$ cat config.mk
export PLATFORM = sky130hd
export DESIGN_NAME = xc_aessub_fu
export DESIGN_NICKNAME = d
export VERILOG_FILES = /design/src/rtl/xc_aessub_fu.sv
export SDC_FILE = /design/constraint.sdc
export NUM_CORES = 1
export LEC_CHECK = 0
export BUFFER_PORTS_ARGS = -buffer_cell sky130_fd_sc_hd__buf_2
export CORE_MARGIN = 2
export CORE_UTILIZATION = 62
export DETAILED_ROUTE_END_ITERATION = 8
export HOLD_SLACK_MARGIN = 0.05
export PLACE_DENSITY_LB_ADDON = 0.1
export SYNTH_ARGS = -nofsm -noshare
export SYNTH_HDL_FRONTEND = slang
export SYNTH_SLANG_ARGS = --single-unit
$ cat constraint.sdc
create_clock -name clock -period 23.1 [get_ports clock]
set_clock_uncertainty 0.05 [all_clocks]
set_input_delay 1.155 -clock clock [delete_from_list [all_inputs] [get_ports clock]]
set_output_delay 1.155 -clock clock [all_outputs]
set_load 0.005 [all_outputs]
$ cat src/rtl/xc_aessub_fu.sv
// XCrypto aessub execute unit: four gathered bytes through one shared fwd/inv AES S-box, one byte per cycle.
// Define XC_AESSUB_PARALLEL_EN for the four-S-box, zero-latency combinational variant.
module xc_aessub_fu (
    input  logic        clock,
    input  logic        reset,
    input  logic        flush,
    input  logic        valid,
    input  logic [31:0] rs1,
    input  logic [31:0] rs2,
    input  logic        enc,
    input  logic        rot,
    output logic        ready,
    output logic [31:0] result
);

    localparam int unsigned BYTE_W  = 8;
    localparam int unsigned N_BYTES = 4;

    // GF(2^8) multiply modulo the AES polynomial x^8+x^4+x^3+x+1
    function automatic logic [BYTE_W-1:0] gf_mul(input logic [BYTE_W-1:0] a,
                                                 input logic [BYTE_W-1:0] b);
        logic [BYTE_W-1:0] p;
        logic [BYTE_W-1:0] x;
        p = '0;
        x = a;
        for (int i = 0; i < BYTE_W; i++) begin
            if (b[i]) p = p ^ x;
            x = {x[6:0], 1'b0} ^ ({BYTE_W{x[7]}} & 8'h1b);
        end
        return p;
    endfunction

    // Multiplicative inverse as a^254 (maps 0 to 0, as the S-box requires)
    function automatic logic [BYTE_W-1:0] gf_inv(input logic [BYTE_W-1:0] a);
        logic [BYTE_W-1:0] r;
        logic [BYTE_W-1:0] p;
        r = 8'h01;
        p = a;
        for (int i = 0; i < 7; i++) begin
            p = gf_mul(p, p);
            r = gf_mul(r, p);
        end
        return r;
    endfunction

    function automatic logic [BYTE_W-1:0] fwd_affine(input logic [BYTE_W-1:0] x);
        return x ^ {x[6:0], x[7]} ^ {x[5:0], x[7:6]} ^ {x[4:0], x[7:5]}
                 ^ {x[3:0], x[7:4]} ^ 8'h63;
    endfunction

    function automatic logic [BYTE_W-1:0] inv_affine(input logic [BYTE_W-1:0] x);
        return {x[6:0], x[7]} ^ {x[4:0], x[7:5]} ^ {x[1:0], x[7:2]} ^ 8'h05;
    endfunction

    // Forward and inverse S-box share the field inversion; only the affine step moves
    function automatic logic [BYTE_W-1:0] sbox(input logic [BYTE_W-1:0] x,
                                               input logic              fwd);
        logic [BYTE_W-1:0] t;
        logic [BYTE_W-1:0] g;
        t = fwd ? x : inv_affine(x);
        g = gf_inv(t);
        return fwd ? fwd_affine(g) : g;
    endfunction

    logic [N_BYTES-1:0][BYTE_W-1:0] gath;
    assign gath = {rs2[31:24], rs1[23:16], rs2[15:8], rs1[7:0]};

`ifdef XC_AESSUB_PARALLEL_EN

    logic [N_BYTES-1:0][BYTE_W-1:0] u;

    for (genvar i = 0; i < N_BYTES; i++) begin : g_sbox
        assign u[i] = sbox(gath[i], enc);
    end

    assign ready  = valid;
    assign result = rot ? {u[2:0], u[3]} : u;

    logic unused_par;
    assign unused_par = ^{clock, reset, flush, rs1[31:24], rs1[15:8], rs2[23:16], rs2[7:0]};

`else

    typedef enum logic [1:0] {
        IDLE = 2'd0,
        BUSY = 2'd1,
        DONE = 2'd2
    } state_t;

    state_t                         state_q, state_d;
    logic [1:0]                     idx_q, idx_d;
    logic                           wr_en;
    logic [BYTE_W-1:0]              sbox_o;
    logic [N_BYTES-1:0][BYTE_W-1:0] res_q;

    // Operands are read live; the requester holds them until ready
    assign sbox_o = sbox(gath[idx_q], enc);

    always_comb begin
        state_d = state_q;
        idx_d   = idx_q;
        wr_en   = 1'b0;
        case (state_q)
            IDLE: begin
                if (valid) begin
                    state_d = BUSY;
                    wr_en   = 1'b1;
                    idx_d   = idx_q + 2'd1;
                end
            end
            BUSY: begin
                wr_en = 1'b1;
                idx_d = idx_q + 2'd1;
                if (idx_q == 2'd3) state_d = DONE;
            end
            DONE:    state_d = IDLE;
            default: state_d = IDLE;
        endcase
        if (flush) begin
            state_d = IDLE;
            idx_d   = 2'd0;
            wr_en   = 1'b0;
        end
    end

    always_ff @(posedge clock) begin
        if (reset) begin
            state_q <= IDLE;
            idx_q   <= 2'd0;
            res_q   <= '0;
        end else begin
            state_q <= state_d;
            idx_q   <= idx_d;
            if (wr_en) res_q[idx_q] <= sbox_o;
        end
    end

    assign ready  = (state_q == DONE);
    assign result = rot ? {res_q[2:0], res_q[3]} : res_q;

    logic unused_bits;
    assign unused_bits = ^{rs1[31:24], rs1[15:8], rs2[23:16], rs2[7:0]};

`endif

endmodule
Word level (Yosys, flattened, before mapping)

Cells that the tools add are included.
Widths: inputs -> output; s select.

Output and inout port bits: 33
Memory bits (writable): 0
Logic and storage cells: 345
Memories: 0
Memory bits (read-only): 0
Flip-flop bits (word level): 36
Bits in latches: 0
Input bits: 70

Mux-type cells: 128
Magnitude comparators: 2
Bitwise operators: 197
Div/mod/pow operators: 0
$mul: 0
Shift-type cells: 0
Add/sub/neg operators: 1
Equal/unequal tests: 5
Reduce and logical (&&, ||, !) cells: 6

Operator list:

| cell                | number |
|---|---|
| $mux 8              | 109 |
| $xor 8x8->8         | 97 |
| $xor 8x5->8         | 91 |
| $bwmux 32           | 1 |
| $mux 32             | 1 |
| $bmux 8 s2          | 1 |
| $demux 8 s2         | 1 |
| $mux 2              | 4 |
| $pmux 2 s2          | 2 |
| $mux 7              | 1 |
| $not 1->1 const A   | 7 |
| $mux 6              | 1 |
| $mux 5              | 1 |
| $eq 2x2->1 const B  | 2 |
| $mux 4              | 1 |
| $ne 2x2->1 const B  | 2 |
| $not 4->4           | 1 |
| $reduce_and 2->1    | 2 |
| $lt 2x3->1 const B  | 1 |
| $mux 1              | 3 |
| $mux 3              | 1 |
| $add 2x1->2 const B | 1 |
| $eq 2x1->1 const B  | 1 |
| $ge 2x1->1 const B  | 1 |
| other kinds (6)     | 6 |

Depth between registers and ports, before layout

Gate-level depths: netlist of run 1.

Depth after elaboration: 133
Depth in mapped cells: 72

Worst setup path after synthesis of run 1

No wires, ideal clock.

Path type: input to register
Start point: input port rs2[28]
End point: register res_q[11] (netlist name)
Arrival time: 16.563 ns
Buffers on the path: 6
Slack: 6.354 ns
Cell stages on the path: 64
Library setup time: 0.132 ns
Cells stage by stage: mux4_2 -> xnor3_1 -> o21a_1 -> buf_2 -> inv_4 -> ha_1 -> nand2_1 -> xnor2_1 -> inv_2 -> buf_2 -> clkbuf_1 -> ha_1 -> xor3_1 -> xnor2_1 -> nand2_1 -> xnor2_1 -> nor2_1 -> nor2_1 -> (+28 left out) -> a221oi_1 -> xnor2_1 -> buf_2 -> mux2i_1 -> xor2_1 -> nor2_1 -> xor2_1 -> a21oi_1 -> xnor3_1 -> xnor2_1 -> xnor2_1 -> and3_1 -> o211a_1 -> or2_1 -> xnor3_1 -> or3_1 -> nand3_1 -> a21oi_1

Cells in the longest elaborated chain, start to end: 131
Elaborated cells between the ends (all ways): 306
Those cells by class: mux: 117; bitwise: 189

Ends and longest elaborated chain:

| element                                         | line   | source |
|---|---|---|
| start, declared                                 | 9      | `input logic [31:0] rs2,` |
| $bmux 8 s2 (*)                                  | 97     | `assign sbox_o = sbox(gath[idx_q], enc);` |
| $mux 8 (implied by the code) (*)                | 97     |  |
| $xor 8x8->8                                     | 52     | `return {x[6:0], x[7]} ^ {x[4:0], x[7:5]} ^ {x[1:0], x[7:2]} ^ 8'h05;` |
| $xor 8x8->8 / $not 2->2 (equally long branches) | n/a    |  |
| $mux 8 (*)                                      | 60     | `t = fwd ? x : inv_affine(x);` |
| $xor 8x5->8 / $mux 8 (equally long branches)    | 28, 27 |  |
| $xor 8x8->8                                     | 27     | `if (b[i]) p = p ^ x;` |
| $mux 8                                          | 27     |  |
| (+113 left out)                                 | n/a    |  |
| $xor 8x8->8                                     | 27     |  |
| $mux 8                                          | 27     |  |
| $xor 8x8->8                                     | 27     |  |
| $mux 8 (*)                                      | 27     |  |
| $xor 8x8->8 (3 in series)                       | 47     | `return x ^ {x[6:0], x[7]} ^ {x[5:0], x[7:6]} ^ {x[4:0], x[7:5]}` |
| $xor 8x8->8                                     | 48     | `^ {x[3:0], x[7:4]} ^ 8'h63;` |
| $mux 8 (*)                                      | 62     | `return fwd ? fwd_affine(g) : g;` |
| $bwmux 32 (*)                                   | 134    | `if (wr_en) res_q[idx_q] <= sbox_o;` |
| end signal, assigned by index                   | 134    |  |
| end, declared                                   | 94     | `logic [N_BYTES-1:0][BYTE_W-1:0] res_q;` |

Mark *: on every way between the ends. The rest lies on a longest branch, timed or not. The select of a mux whose other input is x is not followed.
A chain may end at the register's enable or synchronous reset.

Worst setup path in the final report of run 1

Start point: register idx_q[0]
End point: register res_q[22] (netlist name)

Cells in the longest elaborated chain, start to end: 133
Elaborated cells between the ends (all ways): 312
Those cells by class: order compare: 2; mux: 119; bitwise: 190; reduce/logical: 1

Ends and longest elaborated chain:

| element                                      | line   | source |
|---|---|---|
| start, declared                              | 91     | `logic [1:0] idx_q, idx_d;` |
| start signal, assigned                       | 133    | `idx_q <= idx_d;` |
| $bmux 8 s2                                   | 97     |  |
| $mux 8 (implied by the code)                 | 97     |  |
| $xor 8x8->8 (2 in series)                    | 52     |  |
| $not 2->2 (no source line)                   | n/a    |  |
| $mux 8                                       | 60     |  |
| $mux 8 / $xor 8x5->8 (equally long branches) | 27, 28 |  |
| $xor 8x8->8                                  | 27     |  |
| $mux 8                                       | 27     |  |
| (+114 left out)                              | n/a    |  |
| $mux 8                                       | 27     |  |
| $xor 8x8->8                                  | 27     |  |
| $mux 8                                       | 27     |  |
| $xor 8x8->8 (3 in series)                    | 47     |  |
| $xor 8x8->8                                  | 48     |  |
| $not 4->4 (no source line)                   | n/a    |  |
| $mux 8                                       | 62     |  |
| $bwmux 32 (*)                                | 134    |  |

Marks and branches as above.

==> qor.yml, run 1 <==
status:
  status: "complete, no violations"
synthesis:
  yosys.area.top_type: "xnor2_1"
  synth_common_cells: "xnor2_1, nor2_1, nand2_1"
  netlist_instances: 2434
  yosysSeqAreaShare: 0.0394
  synth_area_sq_um: 18300
  avgSynthCellArea_sq_um: 7.52
  yosys.area.top_type_share: 0.177
  synth_enable_flop_cells: 0
  synthFlopType: "dfxtp_1"
  synthArstFlopShare: 0
  synth_seq_cells: 36
  synth_warnings: 0
  synth_cell_types: 97
  syn-num-nets: 2515
  synthTopCellsByArea: "xnor2_1, xnor3_1, nor2_1"
  synth.most_common_cell: "xnor2_1"
clocking:
  post_cts_buffers: 0
  cts_hold_buf: 0
  cts_tree: "yes"
  clk_pin_slew_ps: 60
  cts_resized: 0
  clk_latency_ps: 280
  clk_path_buf_depth: 2
  numCtsBuffers: 5
  clock_sinks: 36
  cts-root-buf: "clkbuf_16"
  h-tree-depth: 2
worst_setup_path:
  critPathSlowestCell: "dfxtp_1"
  r2r_slack_ps: 1750
  cp_num_buf_inv: 4
  critPathMaxFanout: 21
  critPathKind: "reg2reg"
  crit_family: "XOR/XNOR gates"
  end_kind: "register"
  arrival_ps: 21430
  slowest_delay_ps: 890
  crit_start: "idx_q[0]"
  crit_required_ps: 23180
  start_kind: "register"
  r2r-start: "idx_q[0]"
floorplan:
  die_height_microns: 176
  ios: 103
  core_sq_um: 28900
  die_x_microns: 176
  initial_core_util: 0.634
  die-area_sq_um: 30900
  fp-row-count: 62
global_routing:
  grt_pass1_wl_microns: 87400
  grt_max_degree: 46
  antenna_found_initial: 0
  grt_pass1_vias: 17100
  gr-usage-all-layers: 0.337
  grt_overflow_total: 0
timing:
  hold_violations: 0
  fin_crit_ps: 21350
  max_slew_margin: 0.230
  final.period_utilization: 0.924
  finalWorstSetupSlack_ps: 1750
  drv_slew: 0
  worst_pin_slew_ps: 1150
  max_freq_mhz: 46.8
  rsz0062_at_grt: "no"
  setup_viol: 0
  finalSetupTns_ps: 0
hold_path:
  holdCritStartpoint: "state_q[1]"
  hold_path_class: "reg2reg"
place:
  gp_congestion: 0.928
  pre_cts_slack_ps: 2010
  dpl.hpwl_microns: 38200
  dp_cells: 2781
  numPortBuffers: 70
drt:
  vias: 18100
  vias_per_cell: 6.47
  drt_iter0_markers: 1905
  wl_microns: 53400
  final_antenna_net_count: 0
  wl_per_cell_microns: 19.1
  dr.pass1.iters: 6
  drc: 0
final_layout:
  area_growth_pct: 4.76
  nets: 2485
  instances_no_fill: 2789
  drive_above_1_share: 0.141
  fillers: 2475
  antenna_cells: 0
  final_core_util: 0.665
flow_run:
  drv_cap: 0
==> worst reg2reg max path, delay by kind of cell (launching register included) <==
family / cells / cell delay, ps
compound gates: 11 / 3720
mux: 4 / 1290
simple gates: 12 / 2300
flops: 1 / 890
buf+inv: 4 / 630
xor+xnor: 24 / 10770
fa+ha+maj: 3 / 1570
==> cell type report <==
class                   count  area (sq um)  share of cell area
clock buffers               6           129             0.00672
clock inverters             2          35.0             0.00183
inverters                  33           126             0.00659
multi-input cells        2194         16900               0.879
flip-flops and latches     36           721              0.0376
well taps                 384           480              0.0250
repair buffers            134           831              0.0433
==> sequential cells by signal, summed over array words and instances, names as in the netlist <==
signal   count
state_q      2
idx_q        2
res_q       32
==> placed cells by master (no fill, tap or decap), drive strengths merged, types with 36 or more instances in the layout <==
cell type,synthesis,layout
dfxtp,36,36
nand3,85,85
xor2,106,106
nand2,278,278
buf,66,134
a21oi,153,153
mux2,50,50
o21ai,151,151
o22ai,42,42
nor3,62,62
mux2i,91,91
nor2,306,306
xnor3,89,89
xnor2,412,412
==> worst paths after layout <==
| path | endpoint | cells after the start |
|---|---|---|
| max | res_q[22] | 58 |
| min | state_q[1] | 1 |
| max reg2reg | res_q[22] | 58 |
| min reg2reg | state_q[1] | 1 |
==> routing by layer <==
layer	GRT usage	share of wire	vias up
met1	0.468	0.43	8562
li1	-	-	8495
met5	0	0	-
met4	0.0899	0.020	0
met2	0.563	0.47	883
met3	0.0314	0.082	114
==> cell families after synthesis <==
family                     share of synthesized area
xor gates and xnor gates                       0.409
AOI/OAI and AO/OA                              0.202
muxes                                         0.0922
adders and majority gates                    0.00752
DFF                                           0.0394
and+or+nand+nor                                0.200
buffers and inverters                         0.0495
==> metrics by stage <==
stage	area (sq um)	hold WS, ps
final	19200	378
after global routing	19200	394
after CTS	19200	381
after detailed placement	19000	373
after global placement	19000	364
after floorplan	18300	356
Power of run 1 is left out: the tool's default activity adds up to more than one toggle a clock period on the data nets, which glitch-free logic cannot reach.
==> run 2, diff against run 1 <==
PLACE_DENSITY_LB_ADDON = 0.3   (was 0.1)
==> qor.yml, run 2 (synthesized netlist as in run 1, its figures left out) <==
status:
  status: "complete, no violations"  # unchanged
timing:
  final.period_utilization: 0.916  # was 0.924
  drv_slew: 0  # unchanged
  setup_viol: 0  # unchanged
  hold_violations: 0  # unchanged
  max_slew_margin: 0.295  # was 0.230
  rsz0062_at_grt: "no"  # unchanged
  worst_pin_slew_ps: 1050  # was 1150 ps
  fin_crit_ps: 21150  # was 21350 ps
  max_freq_mhz: 47.3  # was 46.8 MHz
  finalSetupTns_ps: 0  # unchanged
  finalWorstSetupSlack_ps: 1950  # was 1750 ps
final_layout:
  area_growth_pct: 4.78  # was 4.76%
  antenna_cells: 0  # unchanged
  instances_no_fill: 2789  # unchanged
  final_common_cell: "xnor2_1"  # unchanged
  nets: 2485  # unchanged
  drive_above_1_share: 0.142  # was 0.141
  largest-register: "res_q"  # unchanged
  fillers: 2496  # was 2475
  reg_top3: "res_q (32), idx_q (2), state_q (2)"  # unchanged
  fin_area_sq_um: 19200  # about the same
  largest_register_ffs: 32  # unchanged
  final_cell_mix: "xnor2_1, nor2_1, nand2_1"  # unchanged
place:
  dpl.hpwl_microns: 37800  # was 38200 microns
  dp_cells: 2781  # unchanged
  dpl_cell_area_sq_um: 19000  # unchanged
  numPortBuffers: 70  # unchanged
  pre_cts_slack_ps: 2240  # was 2010 ps
  gp_congestion: 0.934  # was 0.928
floorplan:
  die-area_sq_um: 30900  # unchanged
  die_height_microns: 176  # unchanged
  core_sq_um: 28900  # unchanged
  ios: 103  # unchanged
  fp-row-count: 62  # unchanged
  die_x_microns: 176  # unchanged
  initial_core_util: 0.634  # unchanged
clocking:
  numCtsBuffers: 5  # unchanged
  cts_tree: "yes"  # unchanged
  h-tree-depth: 2  # unchanged
  clk_path_buf_depth: 2  # unchanged
  cts-root-buf: "clkbuf_16"  # unchanged
  cts_resized: 0  # unchanged
  clk_pin_slew_ps: 60  # about the same
  cts_hold_buf: 0  # unchanged
  post_cts_buffers: 0  # unchanged
  clock_sinks: 36  # unchanged
  clk_latency_ps: 280  # about the same
worst_setup_path:
  crit_required_ps: 23250  # was 23180 ps
  cp_common_cell: "xnor2_1"
  end_kind: "register"  # unchanged
  rr_endpoint: "res_q[12]"  # was res_q[22]
  critPathKind: "reg2reg"  # unchanged
  slowest_delay_ps: 950  # was 890 ps
  start_kind: "register"  # unchanged
  r2r-start: "idx_q[0]"  # unchanged
  rr_worst_depth: 59  # was 58
  critPathSlowestCell: "xnor3_1"  # was dfxtp_1
  critPathMaxFanout: 21  # unchanged
  r2r_slack_ps: 1950  # was 1750 ps
  arrival_ps: 21300  # was 21430 ps
hold_path:
  hold_path_class: "reg2reg"  # unchanged
  holdPathEnd: "state_q[1]"  # unchanged
  holdCritStartpoint: "state_q[1]"  # unchanged
  whs_path_depth: 1  # unchanged
drt:
  dr.pass1.iters: 8  # was 6
  vias_per_cell: 6.57  # was 6.47
  drc: 0  # unchanged
  wl_microns: 53200  # was 53400 microns
  drt_iter0_markers: 2229  # was 1905
  final_antenna_net_count: 0  # unchanged
  vias: 18300  # was 18100
  wl_per_cell_microns: 19.1  # about the same
global_routing:
  grt_pass1_vias: 17200  # was 17100
  grt_pass1_wl_microns: 87300  # was 87400 microns
  grt_overflow_total: 0  # unchanged
  grt_max_degree: 46  # unchanged
  gr-usage-all-layers: 0.338  # was 0.337
  antenna_found_initial: 0  # unchanged
flow_run:
  drv_cap: 0  # unchanged
run 2: changes by cell type in the layout (fill, tap and decap cells not counted):
cell	before	now
clkinvlp_4	0	1
clkbuf_1	1	0
run 2: how the worst max path moves through the flow:
stage          startpoint         to  slack [ps]  depth (start not counted)
2_1_floorplan     rs2[28]  res_q[11]        6350                         64
3_3_place_gp      rs2[28]  res_q[27]        2660                         61
3_5_place_dp      rs2[28]  res_q[12]        2240                         60
4_1_cts          idx_q[0]  res_q[21]        2400                         59
5_1_grt          idx_q[0]  res_q[12]         750                         59
6_report         idx_q[0]  res_q[12]        1950                         59
run 2: area by class of cell:
class	count	area [sq um]	area share
clock buffer	5	125	0.00652
inverter	33	126	0.00659
multi-input combinational	2194	16900	0.879
sequential	36	721	0.0376
tap	384	480	0.0250
timing repair buffer	134	831	0.0433
clock inverter	3	42.5	0.00222
run 2: routing by layer:
metal / global-route usage / up-vias / wire [microns]
met5: 0 / - / 0
met3: 0.0294 / 176 / 4740
li1: - / 8495 / -
met1: 0.463 / 8597 / 22100
met4: 0.114 / 0 / 1620
met2: 0.559 / 1064 / 24800
run 2: worst max-delay path: cells and delay by family (launching register included):
family	cells	cell delay, ps
adders and majority gates	3	1550
muxes	4	1300
and+or+nand+nor	11	2170
buffers and inverters	5	840
xor gates and xnor gates	26	10900
AOI/OAI and AO/OA	10	3350
DFF	1	860
run 2: per-stage QoR:
step                      utilization  hold WS (ps)
after floorplan                     -           356
after global placement          0.659           368
after detailed placement        0.659           401
after CTS                       0.665           415
after global routing            0.665           429
final                           0.665           413
Power of run 2 is left out for the same reason.
==> run 3, diff against run 2 <==
==> constraint.sdc (replaced) <==
create_clock -name clock -period 23.1 [get_ports clock]
set_clock_uncertainty 0.05 [all_clocks]
set_input_delay 2.31 -clock clock [delete_from_list [all_inputs] [get_ports clock]]
set_output_delay 2.31 -clock clock [all_outputs]
set_load 0.005 [all_outputs]
==> qor.yml, run 3 (synthesized netlist as in run 1, its figures left out) <==
drt:
  drc: 0  # unchanged
  drt_iter0_markers: 2118  # was 2229
  final_antenna_net_count: 0  # unchanged
  vias_per_cell: 6.58  # was 6.57
  dr.pass1.iters: 6  # was 8
  wl_per_cell_microns: 19.0  # was 19.1 microns
  wl_microns: 53000  # was 53200 microns
  vias: 18400  # was 18300
worst_setup_path:
  slowest_delay_ps: 800  # was 950 ps
  cp_common_cell: "xnor2_1"  # unchanged
  critPathSlowestCell: "ha_1"  # was xnor3_1
  critPathMaxFanout: 21  # unchanged
  end_kind: "register"  # unchanged
  critPathKind: "in2reg"  # was reg2reg
  start_kind: "input pin"  # was register
  arrival_ps: 21670  # was 21300 ps
  crit_required_ps: 23190  # was 23250 ps
clocking:
  h-tree-depth: 2  # unchanged
  post_cts_buffers: 0  # unchanged
  clk_pin_slew_ps: 60  # about the same
  clk_path_buf_depth: 2  # unchanged
  cts_resized: 0  # unchanged
  numCtsBuffers: 5  # unchanged
  cts_tree: "yes"  # unchanged
  cts_hold_buf: 0  # unchanged
  cts-root-buf: "clkbuf_16"  # unchanged
  clock_sinks: 36  # unchanged
  clk_latency_ps: 280  # about the same
timing:
  max_freq_mhz: 46.3  # was 47.3 MHz
  worst_pin_slew_ps: 1010  # was 1050 ps
  setup_viol: 0  # unchanged
  hold_violations: 0  # unchanged
  finalSetupTns_ps: 0  # unchanged
  fin_crit_ps: 21580  # was 21150 ps
  max_slew_margin: 0.326  # was 0.295
  rsz0062_at_grt: "no"  # unchanged
  drv_slew: 0  # unchanged
  final.period_utilization: 0.934  # was 0.916
place:
  numPortBuffers: 70  # unchanged
  dp_cells: 2787  # was 2781
  gp_congestion: 0.944  # was 0.934
  dpl.hpwl_microns: 37900  # was 37800 microns
final_layout:
  final_cell_mix: "xnor2_1, nor2_1, nand2_1"  # unchanged
  reg_top3: "res_q (32), idx_q (2), state_q (2)"  # unchanged
  antenna_cells: 0  # unchanged
  largest-register: "res_q"  # unchanged
  area_growth_pct: 5.01  # was 4.78%
  drive_above_1_share: 0.144  # was 0.142
  largest_register_ffs: 32  # unchanged
  final_common_cell: "xnor2_1"  # unchanged
  instances_no_fill: 2795  # was 2789
  nets: 2491  # was 2485
global_routing:
  grt_overflow_total: 0  # unchanged
  gr-usage-met3: 0.0325  # was 0.0294
  met2_usage: 0.567  # was 0.559
  met1_usage: 0.444  # was 0.463
  busiest_layer: "met2"  # unchanged
  grt_max_degree: 46  # unchanged
  grt_pass1_wl_microns: 86300  # was 87300 microns
  grt_pass1_vias: 17200  # about the same
  antenna_found_initial: 0  # unchanged
  gr-usage-all-layers: 0.331  # was 0.338
floorplan:
  ios: 103  # unchanged
  die-area_sq_um: 30900  # unchanged
  die_height_microns: 176  # unchanged
  fp-row-count: 62  # unchanged
  die_x_microns: 176  # unchanged
  initial_core_util: 0.634  # unchanged
  core_sq_um: 28900  # unchanged
hold_path:
  hold_path_class: "reg2reg"  # unchanged
flow_run:
  drv_cap: 0  # unchanged
status:
  status: "complete, no violations"  # unchanged
## run 3: changes by cell type in the layout (fill, tap and decap cells not counted)
| cell | before | now |
|---|---|---|
| clkinvlp_4 | 1 | 0 |
| buf_4 | 64 | 70 |
| clkbuf_1 | 0 | 1 |
## run 3: final timing paths
check          endpoint  cells past startpoint  slack, ps        from
max           res_q[27]                     65       1520     rs2[28]
min          state_q[1]                      1        410  state_q[1]
max reg2reg   res_q[27]                     64       2660    idx_q[0]
min reg2reg  state_q[1]                      1        410  state_q[1]
## run 3: layout make-up
cell class	instances	area [sq um]
multi-input combinational	2194	16900
fill	2457	9630
timing repair buffer	140	876
sequential	36	721
tap	384	480
clock buffer	6	129
inverter	33	126
clock inverter	2	35.0
## run 3: per-layer routing
| metal | vias up | share of wire |
|---|---|---|
| li1 | 8509 | - |
| met3 | 156 | 0.094 |
| met5 | - | 0 |
| met4 | 0 | 0.028 |
| met1 | 8629 | 0.41 |
| met2 | 1093 | 0.47 |
## run 3: worst max-delay path: cells and delay by family
family | cells | cell delay, ps
XOR/XNOR | 16 | 5750
AND/OR/NAND/NOR | 13 | 3170
adder cells (fa/ha/maj) | 3 | 1500
multiplexers | 7 | 1680
AO/OA/AOI/OAI | 16 | 5420
buffers and inverters | 10 | 1800
## run 3: metrics by stage
step / hold slack (ps) / setup slack [ps] / utilization / area (sq um)
detailed placement: 384 / 1710 / 0.661 / 19100
floorplan: 356 / 5200 / - / 18300
global route: 428 / 440 / 0.666 / 19200
global placement: 372 / 2030 / 0.661 / 19100
CTS: 401 / 1890 / 0.666 / 19200
finish: 410 / 1520 / 0.666 / 19200
Power of run 3 is left out for the same reason.
